$ cat src/rtl/mult16_pkg.sv
// mult16_pkg: shared constants and types for the sequential 16x16 multiplier.
//   WIDTH     - operand width, fixed to the datapath adder width
//   CNT_W     - iteration counter width (holds 0..16)
//   LAST_ITER - counter value on the final shift-add iteration
//   state_t   - controller states IDLE / RUN / DONE
package mult16_pkg;
  localparam int WIDTH = 16;
  localparam int CNT_W = 5;
  localparam logic [CNT_W-1:0] LAST_ITER = CNT_W'(15);

  typedef enum logic [1:0] {IDLE, RUN, DONE} state_t;
endpackage

$ cat src/rtl/fulladder16.sv
// fulladder16: 16-bit ripple-carry adder.
//   A, B - addends
//   Cin  - carry in
//   S    - sum
//   Cout - carry out of bit 15
module fulladder16 (
  input  logic [15:0] A,
  input  logic [15:0] B,
  input  logic        Cin,
  output logic [15:0] S,
  output logic        Cout
);
  logic [16:0] c;

  assign c[0] = Cin;

  for (genvar i = 0; i < 16; i++) begin : g_bit
    assign S[i]   = A[i] ^ B[i] ^ c[i];
    assign c[i+1] = (A[i] & B[i]) | (c[i] & (A[i] ^ B[i]));
  end

  assign Cout = c[16];
endmodule

$ cat src/rtl/mult16_seq_ctrl.sv
// mult16_seq_ctrl: sequential 16x16 unsigned shift-add multiplier.
// One fulladder16 is reused for 16 iterations; result lands in P after
// 17 cycles with a one-cycle done pulse.
//   clk   - rising-edge clock
//   rst   - asynchronous active-high reset
//   start - request a multiply (ignored while busy)
//   A, B  - multiplicand / multiplier, latched on accepted start
//   busy  - high while iterating
//   done  - one-cycle pulse, P holds the new product
//   P     - last completed 32-bit product
//   ovf   - (only with MULT16_OVF_EN) product needs more than 16 bits
// Optional feature macro: MULT16_OVF_EN
module mult16_seq_ctrl
  import mult16_pkg::*;
(
  input  logic               clk,
  input  logic               rst,
  input  logic               start,
  input  logic [WIDTH-1:0]   A,
  input  logic [WIDTH-1:0]   B,
  output logic               busy,
  output logic               done,
  output logic [2*WIDTH-1:0] P
`ifdef MULT16_OVF_EN
  ,
  output logic               ovf
`endif
);

  state_t             state_q, state_d;
  logic [WIDTH-1:0]   mcand_q, mcand_d;
  logic [WIDTH-1:0]   hi_q, hi_d;
  logic [WIDTH-1:0]   lo_q, lo_d;
  logic [CNT_W-1:0]   cnt_q, cnt_d;
  logic [2*WIDTH-1:0] p_q, p_d;
`ifdef MULT16_OVF_EN
  logic               ovf_q, ovf_d;
`endif

  logic [WIDTH-1:0] add_op, sum;
  logic             cout;
  logic             last;

  assign last   = (cnt_q == LAST_ITER);
  assign add_op = lo_q[0] ? mcand_q : '0;

  fulladder16 u_add (
    .A    (hi_q),
    .B    (add_op),
    .Cin  (1'b0),
    .S    (sum),
    .Cout (cout)
  );

  // State register
  always_ff @(posedge clk or posedge rst) begin
    if (rst) state_q <= IDLE;
    else     state_q <= state_d;
  end

  // Next-state logic
  always_comb begin
    state_d = state_q;
    unique case (state_q)
      IDLE:    if (start) state_d = RUN;
      RUN:     if (last)  state_d = DONE;
      DONE:    state_d = start ? RUN : IDLE;
      default: state_d = IDLE;
    endcase
  end

  // Outputs
  always_comb begin
    busy = (state_q == RUN);
    done = (state_q == DONE);
  end

  // Datapath next-state
  always_comb begin
    mcand_d = mcand_q;
    hi_d    = hi_q;
    lo_d    = lo_q;
    cnt_d   = cnt_q;
    p_d     = p_q;
    if (state_q == RUN) begin
      // {c,s,lo} >> 1: carry enters hi MSB, sum LSB enters lo MSB
      hi_d  = {cout, sum[WIDTH-1:1]};
      lo_d  = {sum[0], lo_q[WIDTH-1:1]};
      cnt_d = cnt_q + 1'b1;
      if (last) p_d = {hi_d, lo_d};
    end else if (start) begin
      // IDLE and DONE both accept start, giving back-to-back operation
      mcand_d = A;
      hi_d    = '0;
      lo_d    = B;
      cnt_d   = '0;
    end
  end

`ifdef MULT16_OVF_EN
  assign ovf_d = (state_q == RUN && last) ? |p_d[2*WIDTH-1:WIDTH] : ovf_q;
`endif

  always_ff @(posedge clk or posedge rst) begin
    if (rst) begin
      mcand_q <= '0;
      hi_q    <= '0;
      lo_q    <= '0;
      cnt_q   <= '0;
      p_q     <= '0;
`ifdef MULT16_OVF_EN
      ovf_q   <= 1'b0;
`endif
    end else begin
      mcand_q <= mcand_d;
      hi_q    <= hi_d;
      lo_q    <= lo_d;
      cnt_q   <= cnt_d;
      p_q     <= p_d;
`ifdef MULT16_OVF_EN
      ovf_q   <= ovf_d;
`endif
    end
  end

  assign P = p_q;
`ifdef MULT16_OVF_EN
  assign ovf = ovf_q;
`endif

endmodule

$ cat config.mk
export PLATFORM = sky130hd
export DESIGN_NAME = mult16_seq_ctrl
export DESIGN_NICKNAME = d
export VERILOG_FILES = /design/src/rtl/mult16_pkg.sv /design/src/rtl/fulladder16.sv /design/src/rtl/mult16_seq_ctrl.sv
export SDC_FILE = /design/constraint.sdc
export NUM_CORES = 1
export LEC_CHECK = 0
export ABC_AREA = 1
export CAP_MARGIN = 10
export CORE_ASPECT_RATIO = 0.6
export CORE_UTILIZATION = 52
export DETAILED_ROUTE_END_ITERATION = 10
export PLACE_DENSITY = 0.79
export SLEW_MARGIN = 20
export SYNTH_ARGS = -nofsm -noshare
export SYNTH_HDL_FRONTEND = slang
export SYNTH_SLANG_ARGS = --single-unit
export TNS_END_PERCENT = 50
$ cat constraint.sdc
create_clock -name clk -period 9.31 [get_ports clk]
set_input_delay 0.931 -clock clk [delete_from_list [all_inputs] [get_ports clk]]
set_output_delay 0.931 -clock clk [all_outputs]
set_load 0.01 [all_outputs]
== Yosys cells after proc, flatten, opt, wreduce, memory -nomap -nowiden ==
Cells that the tools add are included.
Storage, ports and cells
  flip-flop bits (word level): 87
  bits of input ports: 35
  output and inout port bits: 34
Cells by class
  add/subtract/negate cells: 1
  eq/ne operators: 5
  mux-type cells: 11
  bitwise logic cells: 78
  reduce and logical (&&, ||, !) cells: 5
Operator list (number)
  16-bit two-way mux: 5
  1-bit AND: 31
  1-bit XOR: 31
  1-bit bitwise OR: 15
  5-bit two-way mux: 2
  2-bit one-hot mux with 3 select lines: 1
  2-bit AND reduction: 3
  5-bit by 1-bit adder with 5-bit output, second input constant: 1
  5-bit by 4-bit == test with 1-bit output, second input constant: 1
  2-bit two-way mux: 2
  2-bit by 1-bit == test with 1-bit output, second input constant: 1
  2-bit == test, second input constant: 1
  2-bit logical NOT: 1
  2-bit by 1-bit != test with 1-bit output, second input constant: 1
  2-bit != test, second input constant: 1
  2-bit nonzero test: 1
  1-bit two-way mux: 1
  1-bit NOT: 1

== Logic depth before layout (Yosys ltp) ==
  depth after elaboration: 33
  gate-level depth with buffers: 27

== Hierarchy ==
Synthesis repeated with hierarchy kept, for this count alone.
Second synthesis, totals
  cells, all modules: 441
  area, all modules: 3933.8 um^2
By module, submodules not included
  mult16_seq_ctrl: instances 1, cells an instance 415, area an instance 3575.9 um^2
  fulladder16: instances 1, cells an instance 26, area an instance 357.8 um^2

== Worst setup path before layout ==
No wires, ideal clock.
  path type: flip-flop to flip-flop
  start: reg lo_q[0]
  end: reg hi_q[14]
  library setup time: 131 ps
  data arrival time: 6339 ps
  required time: 9179 ps
  setup slack: 2841 ps
  cell stages (with the launch flop): 26
  period minus slack after synthesis: 6469 ps
  cell sequence: dfrtp_1 -> clkbuf_1 -> clkbuf_1 -> nand2_1 -> fa_1 -> fa_1 -> fa_1 -> fa_1 -> fa_1 -> fa_1 -> inv_1 -> fa_1 -> inv_1 -> fa_1 -> fa_1 -> inv_1 -> fa_1 -> inv_1 -> fa_1 -> inv_1 -> fa_1 -> inv_1 -> fa_1 -> fa_1 -> fa_1 -> o22ai_1
Between the ends
  word-level cells in the longest chain between the ends: 32
  elaborated cells between the ends (all ways): 61
  classes of those cells: mux: 2; bitwise: 59
RTL lines
  start, declared: RTL line mult16_seq_ctrl.sv:33  | logic [WIDTH-1:0] lo_q, lo_d;
  start signal, assigned: RTL line mult16_seq_ctrl.sv:117  | lo_q <= lo_d;
  16-bit two-way mux *: RTL line mult16_seq_ctrl.sv:45  | assign add_op = lo_q[0] ? mcand_q : '0;
  1-bit AND / 1-bit XOR (equally long branches): RTL line fulladder16.sv:19  | assign c[i+1] = (A[i] & B[i]) | (c[i] & (A[i] ^ B[i]));
  1-bit AND: RTL line fulladder16.sv:19
  1-bit bitwise OR: RTL line fulladder16.sv:19
  1-bit AND: RTL line fulladder16.sv:19
  1-bit bitwise OR: RTL line fulladder16.sv:19
  1-bit AND: RTL line fulladder16.sv:19
  1-bit bitwise OR: RTL line fulladder16.sv:19
  (+16 left out)
  1-bit AND: RTL line fulladder16.sv:19
  1-bit bitwise OR: RTL line fulladder16.sv:19
  1-bit AND: RTL line fulladder16.sv:19
  1-bit bitwise OR: RTL line fulladder16.sv:19
  1-bit AND: RTL line fulladder16.sv:19
  1-bit bitwise OR: RTL line fulladder16.sv:19
  1-bit XOR *: RTL line fulladder16.sv:18  | assign S[i] = A[i] ^ B[i] ^ c[i];
  16-bit two-way mux *: RTL line mult16_seq_ctrl.sv:85  | if (state_q == RUN) begin
  end signal, assigned: RTL line mult16_seq_ctrl.sv:116  | hi_q <= hi_d;
  end, declared: RTL line mult16_seq_ctrl.sv:32  | logic [WIDTH-1:0] hi_q, hi_d;
Mark *: on every way between the ends. The rest lies on a longest branch, timed or not.
A chain may end at the register's enable or synchronous reset.

== Worst setup path after layout ==
  start: reg lo_q[0]
  end: reg p_q[30], in the netlist P[30]
Between the ends
  word-level cells in the longest chain between the ends: 31
  elaborated cells between the ends (all ways): 60
  classes of those cells: mux: 1; bitwise: 59
RTL lines
  16-bit two-way mux *: RTL line mult16_seq_ctrl.sv:45
  1-bit AND / 1-bit XOR (equally long branches): RTL line fulladder16.sv:19
  1-bit AND: RTL line fulladder16.sv:19
  1-bit bitwise OR: RTL line fulladder16.sv:19
  1-bit AND: RTL line fulladder16.sv:19
  1-bit bitwise OR: RTL line fulladder16.sv:19
  1-bit AND: RTL line fulladder16.sv:19
  1-bit bitwise OR: RTL line fulladder16.sv:19
  (+15 left out)
  1-bit bitwise OR: RTL line fulladder16.sv:19
  1-bit AND: RTL line fulladder16.sv:19
  1-bit bitwise OR: RTL line fulladder16.sv:19
  1-bit AND: RTL line fulladder16.sv:19
  1-bit bitwise OR: RTL line fulladder16.sv:19
  1-bit AND: RTL line fulladder16.sv:19
  1-bit bitwise OR: RTL line fulladder16.sv:19
  1-bit XOR *: RTL line fulladder16.sv:18
  end signal, assigned: RTL line mult16_seq_ctrl.sv:119  | p_q <= p_d;
  end, declared: RTL line mult16_seq_ctrl.sv:35  | logic [2*WIDTH-1:0] p_q, p_d;
Marks and branches as above.

==> summary.txt <==
Synthesis
  • EDFF count, synth: 0
  • Synth Area in Adders: 8.78%
  • Area leader, netlist: dfrtp_1
  • Main combinational cell family by area after synthesis: simple AND/OR/NAND/NOR gates
  • Synth top cells by count: 175 x nand2_1, 87 x dfrtp_1, 35 x nand3_1
  • Compound-Gate Fraction of Synth Area: 5.40%
  • Area share of the largest cell type after synthesis: approximately 57%
  • Post-Synth Simple-Gate Area: between 20% and 30%
  • Synthesized flop and latch total: 87
  • Ys Warns: 0
  • Sequential share of the synthesized area: between 50% and 60%
  • Avg Inst Size Synth: 9.34 sq um
  • Cells after synthesis: just over 400
  • Proportion of synthesized area in mux cells: 0%
  • Synth Area in XOR/XNOR: 0%
  • Syn Std Cell Area: 3850 sq um
  • Syn_nets: 465
  • Most common cell in the synthesized netlist: nand2_1
  • Distinct cells, synth: 21
  • Post-synth ARST share: 100%
  • Main flop type after synthesis: dfrtp_1
  • Largest cells by area after synthesis: dfrtp_1 57%, nand2_1 17%, fa_1 7.8%, nand3_1 4.6%, inv_1 2.9%

Clocking
  • Root Buffer: clkbuf_16
  • Num CTS Buffers: 9
  • Setup repair bufs after CTS: 0
  • Clock buffer depth: 2
  • Clock transition at path regs: 0.06 ns
  • Clock sink count: 87
  • Clock latency on the worst-skew pair: 0.34 ns
  • Post-CTS sizing: 0
  • CTS tree: yes
  • CTS H-tree depth: 3
  • Cts hold-fix bufs: 0

Power and ir drop
  • Internal: 1.07 mW
  • Max IR drop VDD: 142 uV
  • Leak: between 2 and 2.5 nW
  • Logic gate share of total power: 38.2%
  • P_sw: ~0.61 mW
  • Sw Share: 36.1%
  • Reg power frac: 40.3%
  • Clock Power Share: about a fifth
  • Pwr dens: between 300 and 400 nW/um^2

Final layout
  • Area Overhead vs Synth: 26.0%
  • Core Util, Final: 70.2%
  • Nets@finish: 527
  • # fillers: 526
  • Layout cells sized above 1: 6.26%
  • Design area: 4850 sq um
  • Antenna diode count: 0

Global route
  • First-pass GRT wire length: 14.3 mm
  • Overall Global Routing Usage: 25.2%
  • Vias in the first global route: 2856
  • Overflow after GRT: 0
  • Initial antenna violation count: 0
  • Largest net degree at the start of global routing: a little under 90

Place
  • DP Wirelength: between 5 and 6 mm
  • Post-DP Area: 4540 sq um
  • Placer Congestion: 0.773
  • IO Port Bufs: 68

Critical path
  • Slowest stage delay, CP: 0.71 ns
  • CP Class: reg -> reg
  • Top delay family on crit path: adder cells
  • Critical path arrival: just over 7 ns
  • Most used cell, CP: fa_1
  • Worst Setup End Kind: register
  • Worst Path Buf+Inv: 8
  • Startpoint types: register
  • Critical path required time: 9.49 ns
  • Slowest CP cell: dfrtp_1
  • Crit-path max FO: 17

Floorplanning
  • Core area: 6910 sq um
  • Rows: 23
  • Die Y: 68.6 um
  • I/O pins: 69
  • Initial Util: between 50% and 60%
  • Chip width: 113 um
  • DIE AREA: just under 8000 sq um

Timing
  • Actual slew at the worst max-slew pin: 0.932 ns
  • Relative slew margins: 37.6%
  • Final Critical Period: 6.92 ns
  • Tcrit/Tclk final: 74.3%
  • RSZ-0062 raised after global routing: no
  • Final setup viols: 0
  • FMAX: 145 MHz
  • Worst clock skew: between 0.005 and 0.006 ns
  • Final Max Tran Viols: 0
  • Final hold slack: around 0.48 ns
  • Hold Fails Final Rpt: 0
  • Final TNS setup: 0 ns

Outcome
  • Status: finished clean

Run
  • Max-cap violation count: 0

Detailed routing
  • Total number of vias: 2960
  • First drt pass iteration count: 5
  • DR DRC count: 0
  • Final WL: 8.57 mm
  • Drt first-iter violations: approximately 220
  • Vias per std cell: 5.23
  • Routed len/inst: about 15 um
  • Antenna Violating Nets Remaining: 0

Worst hold path
  • Worst hold path class: reg -> reg
-- tightest hold or removal path: stages (launching register included) --
cell     delay (ns)
dfrtp_1        0.34
nand2_1        0.05
nand2_1        0.06
-- path summary, 6_finish.rpt --
kind                         start  endpoint  slack, ns  depth (start not counted)
max reg2reg                lo_q[0]     P[30]       2.39                         26
min reg2reg                   P[1]      P[1]       0.48                          2
min in group asynchronous      rst   hi_q[3]       1.13                          3
max                        lo_q[0]     P[30]       2.39                         26
max in group asynchronous      rst     P[30]       7.66                          3
min                           P[1]      P[1]       0.48                          2
-- sequential cells by signal, summed over array words and instances (netlist names) --
name     count
mcand_q     16
state_q      2
P           32
hi_q        16
cnt_q        5
lo_q        16
-- power groups by stage --
stage	Combinational, mW	Clock, mW	Sequential (mW)
2_1_floorplan	0.369	0	0.679
3_3_place_gp	0.622	0	0.671
3_5_place_dp	0.641	0	0.676
4_1_cts	0.648	0.365	0.674
5_1_grt	0.726	0.383	0.698
6_report	0.642	0.360	0.676
-- cells by family after synthesis --
family          count (synthesis)
compound gates                 35
fa+ha+maj                      18
buf+inv                        52
flops                          87
simple gates                  220
-- layout by cell type, fill, tap and decap left out, types with 2 or more instances in the layout --
master,n
o21ai_2,4
nor2_1,4
fa_1,15
nand2_2,2
clkinvlp_4,3
ha_1,3
dfrtp_1,87
o22ai_1,14
nand3_1,35
inv_1,29
nand2_1,175
clkdlybuf4s50_1,68
inv_2,3
clkinv_2,2
o21ai_0,16
clkbuf_16,9
-- area by class of cell --
cell class                 instances  area (sq um)  share of cell area [%]
sequential                        87          2180                    44.9
clock inverter                     5          57.6                    1.19
tap                               87           109                    2.25
multi-input combinational        273          1440                    29.6
clock buffer                      11           243                    5.01
inverter                          33           125                    2.58
timing repair buffer              70           699                    14.4
-- metal layers --
layer	wire [um]	up-vias	GRT usage, %
met5	0	-	0
met4	109	0	7.57
met3	621	12	7.17
met2	3860	102	38.7
met1	3980	1429	35.3
li1	-	1417	-
-- metrics by stage --
| stage | power [mW] | setup slack [ns] | instances |
|---|---|---|---|
| after CTS | 1.69 | 2.40 | 566 |
| after floorplan | 1.05 | 2.84 | 412 |
| after global routing | 1.81 | 2.16 | 566 |
| after detailed placement | 1.32 | 2.45 | 550 |
| after global placement | 1.29 | 2.62 | 550 |
| final | 1.68 | 2.39 | 566 |
(Power assumes the default switching activity.)
